**src/rtl/model_draw_sequencer_pkg.sv**
```systemverilog
// Shared types for the draw sequencer: triangle payload, draw command and
// tagged triangle groupings used by the integrating level.
package model_draw_sequencer_pkg;

  localparam int MAX_MODEL_COUNT_DEF    = 10;
  localparam int MAX_TRIANGLE_COUNT_DEF = 512;
  localparam int INSTANCE_ID_WIDTH_DEF  = 8;
  localparam int MIDX_W_DEF             = $clog2(MAX_MODEL_COUNT_DEF);
  localparam int TIDX_W_DEF             = $clog2(MAX_TRIANGLE_COUNT_DEF + 1);

  typedef struct packed {
    logic signed [15:0] x;
    logic signed [15:0] y;
    logic signed [15:0] z;
  } vertex_t;

  typedef struct packed {
    vertex_t v0;
    vertex_t v1;
    vertex_t v2;
  } triangle_t;

  typedef struct packed {
    logic [MIDX_W_DEF-1:0]            model_index;
    logic [INSTANCE_ID_WIDTH_DEF-1:0] instance_id;
  } draw_cmd_t;

  typedef struct packed {
    triangle_t                        triangle;
    logic [INSTANCE_ID_WIDTH_DEF-1:0] instance_id;
    logic                             first;
    logic                             last;
  } tagged_triangle_t;

endpackage

```
**src/rtl/model_draw_sequencer.sv**
```systemverilog
// Walks the model buffer read port for each draw command, one read in flight,
// and forwards tagged triangles plus a per-command completion pulse.
module model_draw_sequencer
  import model_draw_sequencer_pkg::*;
#(
  parameter int MAX_MODEL_COUNT    = MAX_MODEL_COUNT_DEF,
  parameter int MAX_TRIANGLE_COUNT = MAX_TRIANGLE_COUNT_DEF,
  parameter int INSTANCE_ID_WIDTH  = INSTANCE_ID_WIDTH_DEF,
  localparam int MIDX_W = $clog2(MAX_MODEL_COUNT),
  localparam int TIDX_W = $clog2(MAX_TRIANGLE_COUNT + 1)
) (
  input  logic                         clk,
  input  logic                         rstn,
  input  logic                         cmd_valid,
  output logic                         cmd_ready,
  input  logic [MIDX_W-1:0]            cmd_model_index,
  input  logic [INSTANCE_ID_WIDTH-1:0] cmd_instance_id,
  output logic                         mb_req_valid,
  input  logic                         mb_req_ready,
  output logic [MIDX_W-1:0]            mb_req_model_index,
  output logic [TIDX_W-1:0]            mb_req_triangle_index,
  input  logic                         mb_rsp_valid,
  output logic                         mb_rsp_ready,
  input  triangle_t                    mb_rsp_data,
  input  logic                         mb_rsp_last,
  output logic                         out_valid,
  input  logic                         out_ready,
  output triangle_t                    out_triangle,
  output logic [INSTANCE_ID_WIDTH-1:0] out_instance_id,
  output logic                         out_first,
  output logic                         out_last,
  output logic                         done_valid,
  output logic [TIDX_W-1:0]            done_count,
  output logic                         done_empty
);

  localparam logic [1:0] ST_IDLE = 2'd0;
  localparam logic [1:0] ST_REQ  = 2'd1;
  localparam logic [1:0] ST_WAIT = 2'd2;

  logic [1:0]                   state_r;
  logic [1:0]                   state_s;
  logic [MIDX_W-1:0]            model_r;
  logic [INSTANCE_ID_WIDTH-1:0] inst_r;
  logic [TIDX_W-1:0]            tri_idx_r;
  logic [TIDX_W-1:0]            count_r;
  logic                         wait_first_r;
  logic                         done_valid_r;
  logic [TIDX_W-1:0]            done_count_r;
  logic                         done_empty_r;

  logic in_wait_s;
  logic rsp_live_s;
  logic last_s;
  logic out_hs_s;
  logic no_rsp_s;
  logic cmd_hs_s;

  assign in_wait_s  = (state_r == ST_WAIT);
  assign rsp_live_s = in_wait_s && mb_rsp_valid;
  // The final slot of the buffer always terminates the walk, so tri_idx never wraps.
  assign last_s     = mb_rsp_last || (tri_idx_r == TIDX_W'(MAX_TRIANGLE_COUNT - 1));
  assign out_hs_s   = rsp_live_s && out_ready;
  assign no_rsp_s   = in_wait_s && wait_first_r && !mb_rsp_valid;
  // Holding off during the done pulse keeps completion and the next accept in separate cycles.
  assign cmd_ready  = (state_r == ST_IDLE) && !done_valid_r;
  assign cmd_hs_s   = cmd_valid && cmd_ready;

  assign mb_req_valid          = (state_r == ST_REQ);
  assign mb_req_model_index    = model_r;
  assign mb_req_triangle_index = tri_idx_r;
  assign mb_rsp_ready          = in_wait_s && out_ready;

  assign out_valid       = rsp_live_s;
  assign out_triangle    = mb_rsp_data;
  assign out_instance_id = inst_r;
  assign out_first       = rsp_live_s && (tri_idx_r == TIDX_W'(0));
  assign out_last        = rsp_live_s && last_s;

  assign done_valid = done_valid_r;
  assign done_count = done_count_r;
  assign done_empty = done_empty_r;

  // Next-state selection for the IDLE/REQ/WAIT walk.
  always_comb begin
    state_s = state_r;
    case (state_r)
      ST_IDLE: begin
        if (cmd_hs_s) state_s = ST_REQ;
        else          state_s = ST_IDLE;
      end
      ST_REQ: begin
        if (mb_req_ready) state_s = ST_WAIT;
        else              state_s = ST_REQ;
      end
      ST_WAIT: begin
        if (no_rsp_s)      state_s = ST_IDLE;
        else if (out_hs_s) state_s = last_s ? ST_IDLE : ST_REQ;
        else               state_s = ST_WAIT;
      end
      default: state_s = ST_IDLE;
    endcase
  end

  // State, command latch, walk counters and completion report.
  always_ff @(posedge clk or negedge rstn) begin
    if (!rstn) begin
      state_r      <= ST_IDLE;
      model_r      <= MIDX_W'(0);
      inst_r       <= INSTANCE_ID_WIDTH'(0);
      tri_idx_r    <= TIDX_W'(0);
      count_r      <= TIDX_W'(0);
      wait_first_r <= 1'b0;
      done_valid_r <= 1'b0;
      done_count_r <= TIDX_W'(0);
      done_empty_r <= 1'b0;
    end else begin
      state_r      <= state_s;
      wait_first_r <= (state_r == ST_REQ) && mb_req_ready;
      done_valid_r <= 1'b0;
      if (cmd_hs_s) begin
        model_r   <= cmd_model_index;
        inst_r    <= cmd_instance_id;
        tri_idx_r <= TIDX_W'(0);
        count_r   <= TIDX_W'(0);
      end
      // Buffer latency is one cycle, so silence in the first WAIT cycle means the walk ran off the model.
      if (no_rsp_s) begin
        done_valid_r <= 1'b1;
        done_count_r <= count_r;
        done_empty_r <= (count_r == TIDX_W'(0));
      end
      if (out_hs_s) begin
        count_r <= count_r + TIDX_W'(1);
        if (last_s) begin
          done_valid_r <= 1'b1;
          done_count_r <= count_r + TIDX_W'(1);
          done_empty_r <= 1'b0;
        end else begin
          tri_idx_r <= tri_idx_r + TIDX_W'(1);
        end
      end
    end
  end

endmodule

```
**config.mk**
```make
export PLATFORM = sky130hd
export DESIGN_NAME = model_draw_sequencer
export DESIGN_NICKNAME = d
export VERILOG_FILES = /design/src/rtl/model_draw_sequencer_pkg.sv /design/src/rtl/model_draw_sequencer.sv
export SDC_FILE = /design/constraint.sdc
export NUM_CORES = 1
export LEC_CHECK = 0
export CAP_MARGIN = 20
export CELL_PAD_IN_SITES_DETAIL_PLACEMENT = 1
export CELL_PAD_IN_SITES_GLOBAL_PLACEMENT = 1
export CORE_AREA = 2 2 134 136
export CTS_BUF_LIST = sky130_fd_sc_hd__clkbuf_8 sky130_fd_sc_hd__clkbuf_16
export DETAILED_ROUTE_END_ITERATION = 8
export DIE_AREA = 0 0 136 138
export DONT_BUFFER_PORTS = 1
export PLACE_DENSITY_LB_ADDON = 0.1
export SLEW_MARGIN = 25
export SYNTH_ARGS = -nofsm -noshare
export SYNTH_HDL_FRONTEND = slang
export SYNTH_SLANG_ARGS = --single-unit
export TNS_END_PERCENT = 10
```
**constraint.sdc**
```tcl
create_clock -name clk -period 6.7 [get_ports clk]
set_clock_uncertainty 0.2 [all_clocks]
set_input_delay 0.67 -clock clk [delete_from_list [all_inputs] [get_ports clk]]
set_output_delay 0.67 -clock clk [all_outputs]
set_load 0.02 [all_outputs]
```
==> results of run 1 <==
sequential cells by signal, summed over array words and instances (netlist names):
register               count
count_r                   10
done_count                10
mb_req_triangle_index     10
out_instance_id            8
mb_req_model_index         4
state_r                    2
done_empty                 1
done_valid                 1
wait_first_r               1
worst min-delay path by stage:
stage | to | slack, ps | cells after the start
6_report | done_count[3] | 30 | 1
5_1_grt | count_r[1] | 30 | 1
4_1_cts | count_r[8] | 40 | 1
3_5_place_dp | done_count[2] | 180 | 0
3_3_place_gp | done_count[2] | 180 | 0
2_1_floorplan | count_r[0] | 170 | 0
repair_timing:
action                    4_1_cts  5_1_grt
hold buffers                    1        0
hold endpoints to repair       47        0
gates resized for setup         0        0
per-stage QoR:
stage                     worst slack (ps)  utilization, %
after floorplan                       4120               -
after global placement                3860            15.3
after detailed placement              3800            15.3
after CTS                             3470            16.4
after global routing                  3420            16.4
final                                 3480            16.4
routing by layer:
layer | vias up | part of all wire, % | GRT usage (%)
met5 | - | 0 | 0
met4 | 0 | 5.2 | 6.96
met3 | 61 | 7.4 | 2.71
met2 | 86 | 45 | 16.4
met1 | 1058 | 42 | 13.3
li1 | 950 | - | -
cell type report:
| cell class | instances | area, sq um | share of cell area [%] |
|---|---|---|---|
| well taps | 229 | 287 | 9.99 |
| inverters | 11 | 41.3 | 1.44 |
| clock inverters | 2 | 16.3 | 0.567 |
| clock buffers | 6 | 139 | 4.84 |
| multi-input cells | 188 | 1170 | 40.7 |
| flip-flops and latches | 47 | 1180 | 41.0 |
| repair buffers | 3 | 42.5 | 1.48 |
logic make-up after synthesis:
group,synth area share (%)
AO/OA/AOI/OAI,12.3
XOR/XNOR,0.744
adder cells (fa/ha/maj),1.42
buffers and inverters,33.9
flip-flops,33.3
multiplexers,1.17
AND/OR/NAND/NOR,17.2
cells in the mapped netlist (7+ instances only):
| master | instances | area (sq um) |
|---|---|---|
| clkbuf_1 | 9 | 33.8 |
| a31oi_1 | 8 | 50.1 |
| inv_1 | 11 | 41.3 |
| o21ai_0 | 13 | 65.1 |
| dfrtp_1 | 47 | 1180 |
| nor3_1 | 8 | 40.0 |
| buf_4 | 144 | 1080 |
| nor2_1 | 16 | 60.1 |
| nand2_1 | 46 | 173 |
| nand3_1 | 11 | 55.1 |
| nor4_1 | 7 | 43.8 |
cell usage in the layout, fill, tap and decap left out, types with 2 or more instances in the layout:
cell type and instances:
nand2_1 46, inv_1 11, nor2_1 16, a22o_1 2, clkbuf_16 5, nand4_1 6, nor2b_1 3, dfrtp_1 47
o211a_1 3, and3_1 6, nor4_1 7, o21ai_0 13, o221a_2 3, ha_1 4, a31oi_1 8, xor2_1 3
a21oi_1 3, nor3_1 8, mux2i_1 3, o31ai_1 6, or4_1 3, nand3_1 11, and2_1 3, a211oi_1 2
buf_4 2, a221o_1 4
where the power goes:
| part | leakage [nW] | switching, mW | internal, mW |
|---|---|---|---|
| registers | 0.615 | 0.161 | 0.359 |
| clock network | 0.0731 | 0.126 | 0.150 |
| logic | 0.513 | 0.138 | 0.0840 |
==> results.md, run 1 <==
- Die Span Y: around 140 um
- Fillers: 2074
- Nets@finish: between 400 and 500
- Final count of hold timing violations: 0
- Worst setup EP type: output pin
- Final period util: a little under half
- Cell Rows: between 40 and 50
- CP top delay family: compound AO/OA/AOI/OAI gates
- Vias per std cell: roughly 4.4
- FF-to-FF path depth: 5
- Number of synthesized flops with an enable pin: 0
- Slew HR: 32.3%
- Critical path class: flop to output pin
- Cell Chain, Critical Path: ha_1 > nand3_2 > o41a_1 > nor2_1
- Setup TNS: 0 ps
- First-pass GRT wire length: between 15000 and 20000 um
- Levels on crit path: 4
- Worst endpoint data arrival time: ~2400 ps
- Post-Route WL: approximately 10000 um
- Die Wd: approximately 140 um
- Buf/Inv on CP: 0
- Reg2reg setup slack: between 3000 and 4000 ps
- Post-synth top flop: dfrtp_1
- Root buf cell: clkbuf_16
- Die area: 0.0188 sq mm
- Initial antenna violation count: 0
- Worst-path clk slew: roughly 80 ps
- Layout area overhead: -18.8%
- Final Cell Area: ~0.0029 sq mm
- CTS Buf Count: 5
- Final setup fails: 0
- Power Dens Cells: 355 mW/mm^2
- I/O Pins: between 300 and 400
- Setup Fix Bufs, Post-CTS: 0
- Slowest stage cell, crit path: o41a_1
- Routed Antenna Nets: 0
- Hold Path Class: input port to asynchronous set/reset pin
- Syn Nets: about 580
- Total global routing overflow: 0
- Worst EP required: 5830 ps
- H-tree depth: 2
- Worst Setup Start Kind: flop
- Vias in the first global route: 2369
- Power Total: just over 1 mW
- Initial DRC count: 76
- R2r endpoint: done_count[7]
- ANT cells: 0
- DP Area: between 0.002 and 0.003 sq mm
- Leak Pwr: approximately 1.2 nW
- Launch point of the worst path: mb_req_triangle_index[0]
- Avg WL per Cell: roughly 21 um
- Status: complete, no violations
- Worst hold margin: 29.8 ps
- CTS tree: yes
- Netlist Area Pre-Place: approximately 0.0035 sq mm
- Worst R2R Start: mb_req_triangle_index[0]
- Total track usage: 10.7%
- Fraction of layout cells with a size suffix above 1: under 10%
- Initial core utilization: about a fifth
- RSZ-0062 raised after global routing: false
- RD Place Congestion: between 0.6 and 0.7
- Largest net degree at the start of global routing: 48
- Clk sinks: 47
- Core area: around 0.018 sq mm
- Max VDD drop: about 0.00018 V
- I/O Buffers: 0
- Worst skew pair latency: ~300 ps
- Post-layout min period: between 3000 and 4000 ps
- Fraction of registers with async set/reset: between 90% and 100%
- F_max: 311 MHz
- Least-Margin Pin Slew: between 1000 and 1500 ps
- Post-DP HPWL: ~7000 um
- Seq cells post-synth: 47
- Dpl cells: 477
- Clock buffer depth: 2
- Via Count: around 2200
- CP peak stage delay: 630 ps
- Netlist cell types: 52
- Fin cells: 486
- Yosys Warn Count: 0
- Cells after Synth: slightly above 400
- Max Slew Vio Count: 0
- Sequential fraction of the synthesis area: between 30 and 40%
- Pre-antenna DRT Iters: 4
- DRC: 0
- Max-Cap Viols: 0
- CP endpoint: out_last
- CP max FO: 10
- Syn_area_per_cell: approximately 8.7 sq um
Power figures use the tool's default switching activity.
==> inputs of run 2 (changes only) <==
Clock period 6.7 ns to 3 ns, I/O delays scaled along.
==> run 2 against run 1 <==
  * Cell area up 10%
  * Via count is 6.5% higher
  * First-iteration DRC count down 5.3%
  * Hold slack better by 160 ps
  * Clock-buffer cell count fell by 1
==> results.md, run 2 (synthesis gave the netlist of run 1 again) <==
- I/O Pins: between 300 and 400
- Die Span Y: 138 um
- Max Slew Vio Count: 0
- Most common cell after layout, fill and taps aside: dfrtp_1
- Clock buffer depth: 2
- CP peak stage delay: between 500 and 600 ps
- Setup Fix Bufs, Post-CTS: 0
- I/O Buffers: 0
- Initial antenna violation count: 0
- CP max FO: 10
- Die Wd: between 100 and 150 um
- Pre-antenna DRT Iters: 4
- RD Place Congestion: around 0.66
- ANT cells: 0
- Worst-path clk slew: around 70 ps
- Worst skew pair latency: about 300 ps
- Core area: 0.0175 sq mm
- CTS Buf Count: 5
- Via Count: 2296
- Reg2reg setup slack: ~400 ps
- Final count of hold timing violations: 0
- Initial core utilization: about a fifth
- Final Cell Area: around 0.0032 sq mm
- Status: complete, no violations
- Nets@finish: between 400 and 500
- Worst R2R Start: mb_req_triangle_index[1]
- Worst EP required: ~2500 ps
- Avg WL per Cell: ~20 um
- Hold Path Class: input port to flop
- Cell Rows: around 50
- Post-Route WL: 10500 um
- FF-to-FF path depth: 5
- Final period util: between 90 and 100%
- Post-layout min period: roughly 2800 ps
- Worst setup EP type: output pin
- WHS Endpoint: count_r[1]
- Fraction of layout cells with a size suffix above 1: 12.9%
- Busiest grt layer: met2
- Cell Chain, Critical Path: ha_1 > nand3_2 > o41a_1 > nor2_1
- Power Dens Cells: approximately 780 mW/mm^2
- Vias in the first global route: 2513
- Final setup fails: 0
- H-tree depth: 2
- M3 GR Usage: just over 3%
- Post-DP HPWL: 7310 um
- Least-Margin Pin Slew: just over 700 ps
- Root buf cell: clkbuf_16
- CTS tree: yes
- First-pass GRT wire length: 15900 um
- Die area: approximately 0.019 sq mm
- Leak Pwr: ~1.4 nW
- Layout area overhead: -10.4%
- DRC: 0
- Met2 Use GR: between 10% and 20%
- Slew HR: between 50% and 60%
- Initial DRC count: around 70
- Vias per std cell: 4.45
- Largest net degree at the start of global routing: 48
- Cts repair resizes: 0
- Routed Antenna Nets: 0
- F_max: ~360 MHz
- R2r endpoint: mb_req_triangle_index[0]
- Clk sinks: 47
- Slowest stage cell, crit path: o41a_1
- Fillers: 2054
- Hold Path Depth: 2
- Commonest cells after routing, fill and taps aside: dfrtp_1, nand2_1, buf_4, nor2_1, dlygate4sd3_1
- Total track usage: about 11%
- Worst endpoint data arrival time: ~2300 ps
- Total global routing overflow: 0
- RSZ-0062 raised after global routing: false
- Worst Setup Start Kind: flop
- Setup TNS: 0 ps
- Max-Cap Viols: 0
- Critical path class: flop to output pin
- DP Area: 0.00281 sq mm
- Met1 Use GR: 13.3%
- Max VDD drop: about 0.00034 V
- Min-delay src: cmd_valid
==> run 2: area by class of cell <==
type | instances | area [sq um] | area share [%]
Inverter | 11 | 41.3 | 1.30
Sequential cell | 47 | 1180 | 37.1
Timing Repair Buffer | 33 | 303 | 9.56
Multi-Input combinational cell | 188 | 1170 | 36.9
Tap cell | 229 | 287 | 9.05
Clock inverter | 3 | 67.6 | 2.13
Clock buffer | 5 | 125 | 3.95
==> run 2: worst max path at each step <==
stage | from | to | slack (ps) | cells past startpoint
6_report | mb_req_triangle_index[1] | out_last | 190 | 4
4_1_cts | mb_req_triangle_index[1] | out_last | 150 | 4
2_1_floorplan | mb_req_triangle_index[0] | done_count[7] | 690 | 6
5_1_grt | mb_req_triangle_index[1] | out_last | 110 | 4
3_5_place_dp | mb_req_triangle_index[1] | mb_req_triangle_index[0] | 380 | 5
3_3_place_gp | mb_req_triangle_index[1] | mb_req_triangle_index[0] | 440 | 5
==> run 2: power by group <==
group | leakage, nW | switching [mW] | total (mW) | internal, mW
logic | 0.656 | 0.334 | 0.559 | 0.225
clock network | 0.0900 | 0.281 | 0.760 | 0.479
registers | 0.615 | 0.355 | 1.16 | 0.801
total | 1.36 | 0.970 | 2.47 | 1.50
==> run 2: what timing repair did <==
| action | 4_1_cts | 5_1_grt |
|---|---|---|
| endpoints found under the setup margin | 0 | 0 |
| hold buffers | 15 | 0 |
| endpoints found under the hold margin | 61 | 0 |
==> run 2: metrics by stage <==
step / hold WS (ps) / utilization [%] / total power, mW / worst slack, ps / std cells
finish: 191 / 18.1 / 2.47 / 190 / 516
global route: 210 / 18.1 / 2.64 / 112 / 516
CTS: 198 / 18.1 / 2.53 / 154 / 516
detailed placement: -193 / 16.0 / 1.71 / 383 / 493
global placement: -193 / 16.0 / 1.71 / 437 / 493
floorplan: -196 / - / 1.77 / 686 / 408
==> run 2: per-layer routing <==
| metal | up-vias | part of all wire (%) |
|---|---|---|
| met5 | - | 0 |
| met4 | 0 | 4.9 |
| met3 | 59 | 8.0 |
| met2 | 84 | 45 |
| met1 | 1146 | 42 |
| li1 | 1007 | - |
==> run 2: critical path: cells and delay by family (launching register included) <==
kind / cells / cell delay, ps
and+or+nand+nor: 2 / 610
AOI/OAI and AO/OA: 1 / 590
DFF: 1 / 510
adders and majority gates: 1 / 300
==> inputs of run 3 (changes only) <==
Settings changed: RECOVER_POWER set to 100.
Clock period 3 ns to 2.8 ns, I/O delays scaled along.
==> run 3 against run 2 <==
  * Worst setup slack improved by 54 ps
  * Global-route usage increased by 0.43 points
  * Sequential cell count unchanged
  * Largest cell class unchanged
  * Critical path type unchanged
  * Clock power decreased by 4.3%
  * Cell count increased by 0.39%
  * Largest power group unchanged
  * Sequential share of layout area increased by 1.1 points
  * Critical path depth unchanged
  * Sequential power increased by 6%
  * Via count increased by 0.91%
  * Wire length increased by 0.77%
  * Register-to-register slack got worse by 130 ps
==> results.md, run 3 (synthesis gave the netlist of run 1 again) <==
- Core area: roughly 0.018 sq mm
- Slew HR: 8.93%
- Max Slew Vio Count: 0
- Avg WL per Cell: around 20 um
- Least-Margin Pin Slew: around 1400 ps
- Worst setup EP type: output pin
- Switching Power: between 1 and 1.5 mW
- Routed Antenna Nets: 0
- Die area: approximately 0.019 sq mm
- WHS Endpoint: mb_req_triangle_index[1]
- Max-Cap Viols: 0
- Setup Fix Bufs, Post-CTS: 0
- Hold Path Depth: 2
- Leak Pwr: between 1 and 1.5 nW
- H-tree depth: 2
- Largest net degree at the start of global routing: between 40 and 50
- Logic pwr share: between 20% and 30%
- Total global routing overflow: 0
- Critical path class: flop to output pin
- Worst Setup Start Kind: flop
- Setup TNS: 0 ps
- Core Util, Final: 17.5%
- CTS Buf Count: 5
- Via Count: approximately 2300
- Fraction of layout cells with a size suffix above 1: just over 8%
- Switching share of power: between 40% and 50%
- Cell Rows: 49
- Final period util: 91.3%
- I/O Pins: around 350
- Clock buffer depth: 2
- Post-Route WL: roughly 11000 um
- CP max FO: 10
- F_max: 391 MHz
- FF-to-FF path depth: 6
- Internal: 1.51 mW
- Hold Path Class: input port to flop
- Worst endpoint data arrival time: about 2100 ps
- Root buf cell: clkbuf_16
- CTS Hold Buffers Added: 15
- DP Area: roughly 0.0028 sq mm
- Busiest grt layer: met2
- CTS tree: yes
- Met2 Use GR: about 18%
- RD Place Congestion: between 0.6 and 0.7
- Commonest cells after routing, fill and taps aside: dfrtp_1, nand2_1, nor2_1, dlygate4sd3_1, clkbuf_1
- Met1 Use GR: ~14%
- Nets@finish: around 460
- First-pass GRT wire length: between 15000 and 20000 um
- ANT cells: 0
- Pre-antenna DRT Iters: 4
- I/O Buffers: 0
- Reg2reg setup slack: around 270 ps
- Vias per std cell: 4.47
- Total track usage: 11.5%
- Die Span Y: approximately 140 um
- Post-DP HPWL: roughly 7400 um
- Worst R2R Start: mb_req_triangle_index[0]
- DRC: 0
- Vias in the first global route: around 2600
- Post-layout min period: between 2000 and 3000 ps
- Most common cell after layout, fill and taps aside: dfrtp_1
- Layout area overhead: -12.9%
- M3 GR Usage: between 3 and 4%
- Final count of hold timing violations: 0
- Fillers: around 2100
- Power Dens Cells: approximately 830 mW/mm^2
- Initial core utilization: approximately a fifth
- Max VDD drop: around 0.00035 V
- Min-delay src: cmd_valid
- Clk sinks: 47
- Die Wd: between 100 and 150 um
- Worst EP required: roughly 2300 ps
- Cts repair resizes: 0
- Worst skew pair latency: 300 ps
- Final Cell Area: slightly above 0.003 sq mm
- R2r endpoint: mb_req_triangle_index[7]
- Reg power frac: around half
- Initial DRC count: 94
- Worst-path clk slew: 70 ps
- Initial antenna violation count: 0
- Clock group share of total power: about 28%
- RSZ-0062 raised after global routing: false
- Final setup fails: 0
- Worst hold margin: between 150 and 200 ps
- Status: complete, no violations
## run 3: cell types whose count changed in the layout (fill, tap and decap cells not counted), moves of 2 or more
| cell | delta |
|---|---|
| clkbuf_1 | +14 |
| buf_4 | -13 |
| and2_0 | +2 |
| and2_1 | -2 |
| clkbuf_2 | +2 |
## run 3: layout make-up
| class | instances | area (sq um) | area share (%) |
|---|---|---|---|
| timing repair buffer | 35 | 240 | 7.81 |
| clock inverter | 3 | 43.8 | 1.42 |
| inverter | 11 | 41.3 | 1.34 |
| multi-input combinational | 188 | 1160 | 37.8 |
| clock buffer | 5 | 125 | 4.07 |
| sequential | 47 | 1180 | 38.2 |
| tap | 229 | 287 | 9.31 |
## run 3: metal layers
metal,up-vias,share of wire (%)
li1,1013,-
met3,60,8.1
met4,0,4.8
met2,87,45
met5,-,0
met1,1157,42
## run 3: stage by stage
step,setup slack (ps),cells,power (mW)
finish,245,518,2.55
global route,87.2,518,2.75
CTS,163,518,2.64
detailed placement,452,495,1.86
global placement,506,495,1.85
floorplan,486,408,1.90
## run 3: critical path, cell delays in order, from the launching register on
cell	delay (ps)
dfrtp_1	350
ha_1	240
nand3_2	160
o41a_1	590
nor2_1	430
## run 3: power by group through the flow
stage / Combinational (mW) / Sequential (mW) / Clock, mW
6_report: 0.594 / 1.23 / 0.727
5_1_grt: 0.689 / 1.26 / 0.793
4_1_cts: 0.648 / 1.24 / 0.757
3_5_place_dp: 0.610 / 1.25 / 0
3_3_place_gp: 0.597 / 1.25 / 0
2_1_floorplan: 0.735 / 1.16 / 0
## run 3: worst max-delay path by stage
stage / slack, ps / start / endpoint / cells after the start
floorplan: 490 / mb_req_triangle_index[0] / done_count[7] / 6
global placement: 510 / mb_req_triangle_index[0] / done_count[7] / 5
detailed placement: 450 / mb_req_triangle_index[0] / done_count[3] / 5
CTS: 160 / mb_req_triangle_index[0] / out_last / 4
global route: 90 / mb_req_triangle_index[0] / out_last / 4
finish: 240 / mb_req_triangle_index[0] / out_last / 4
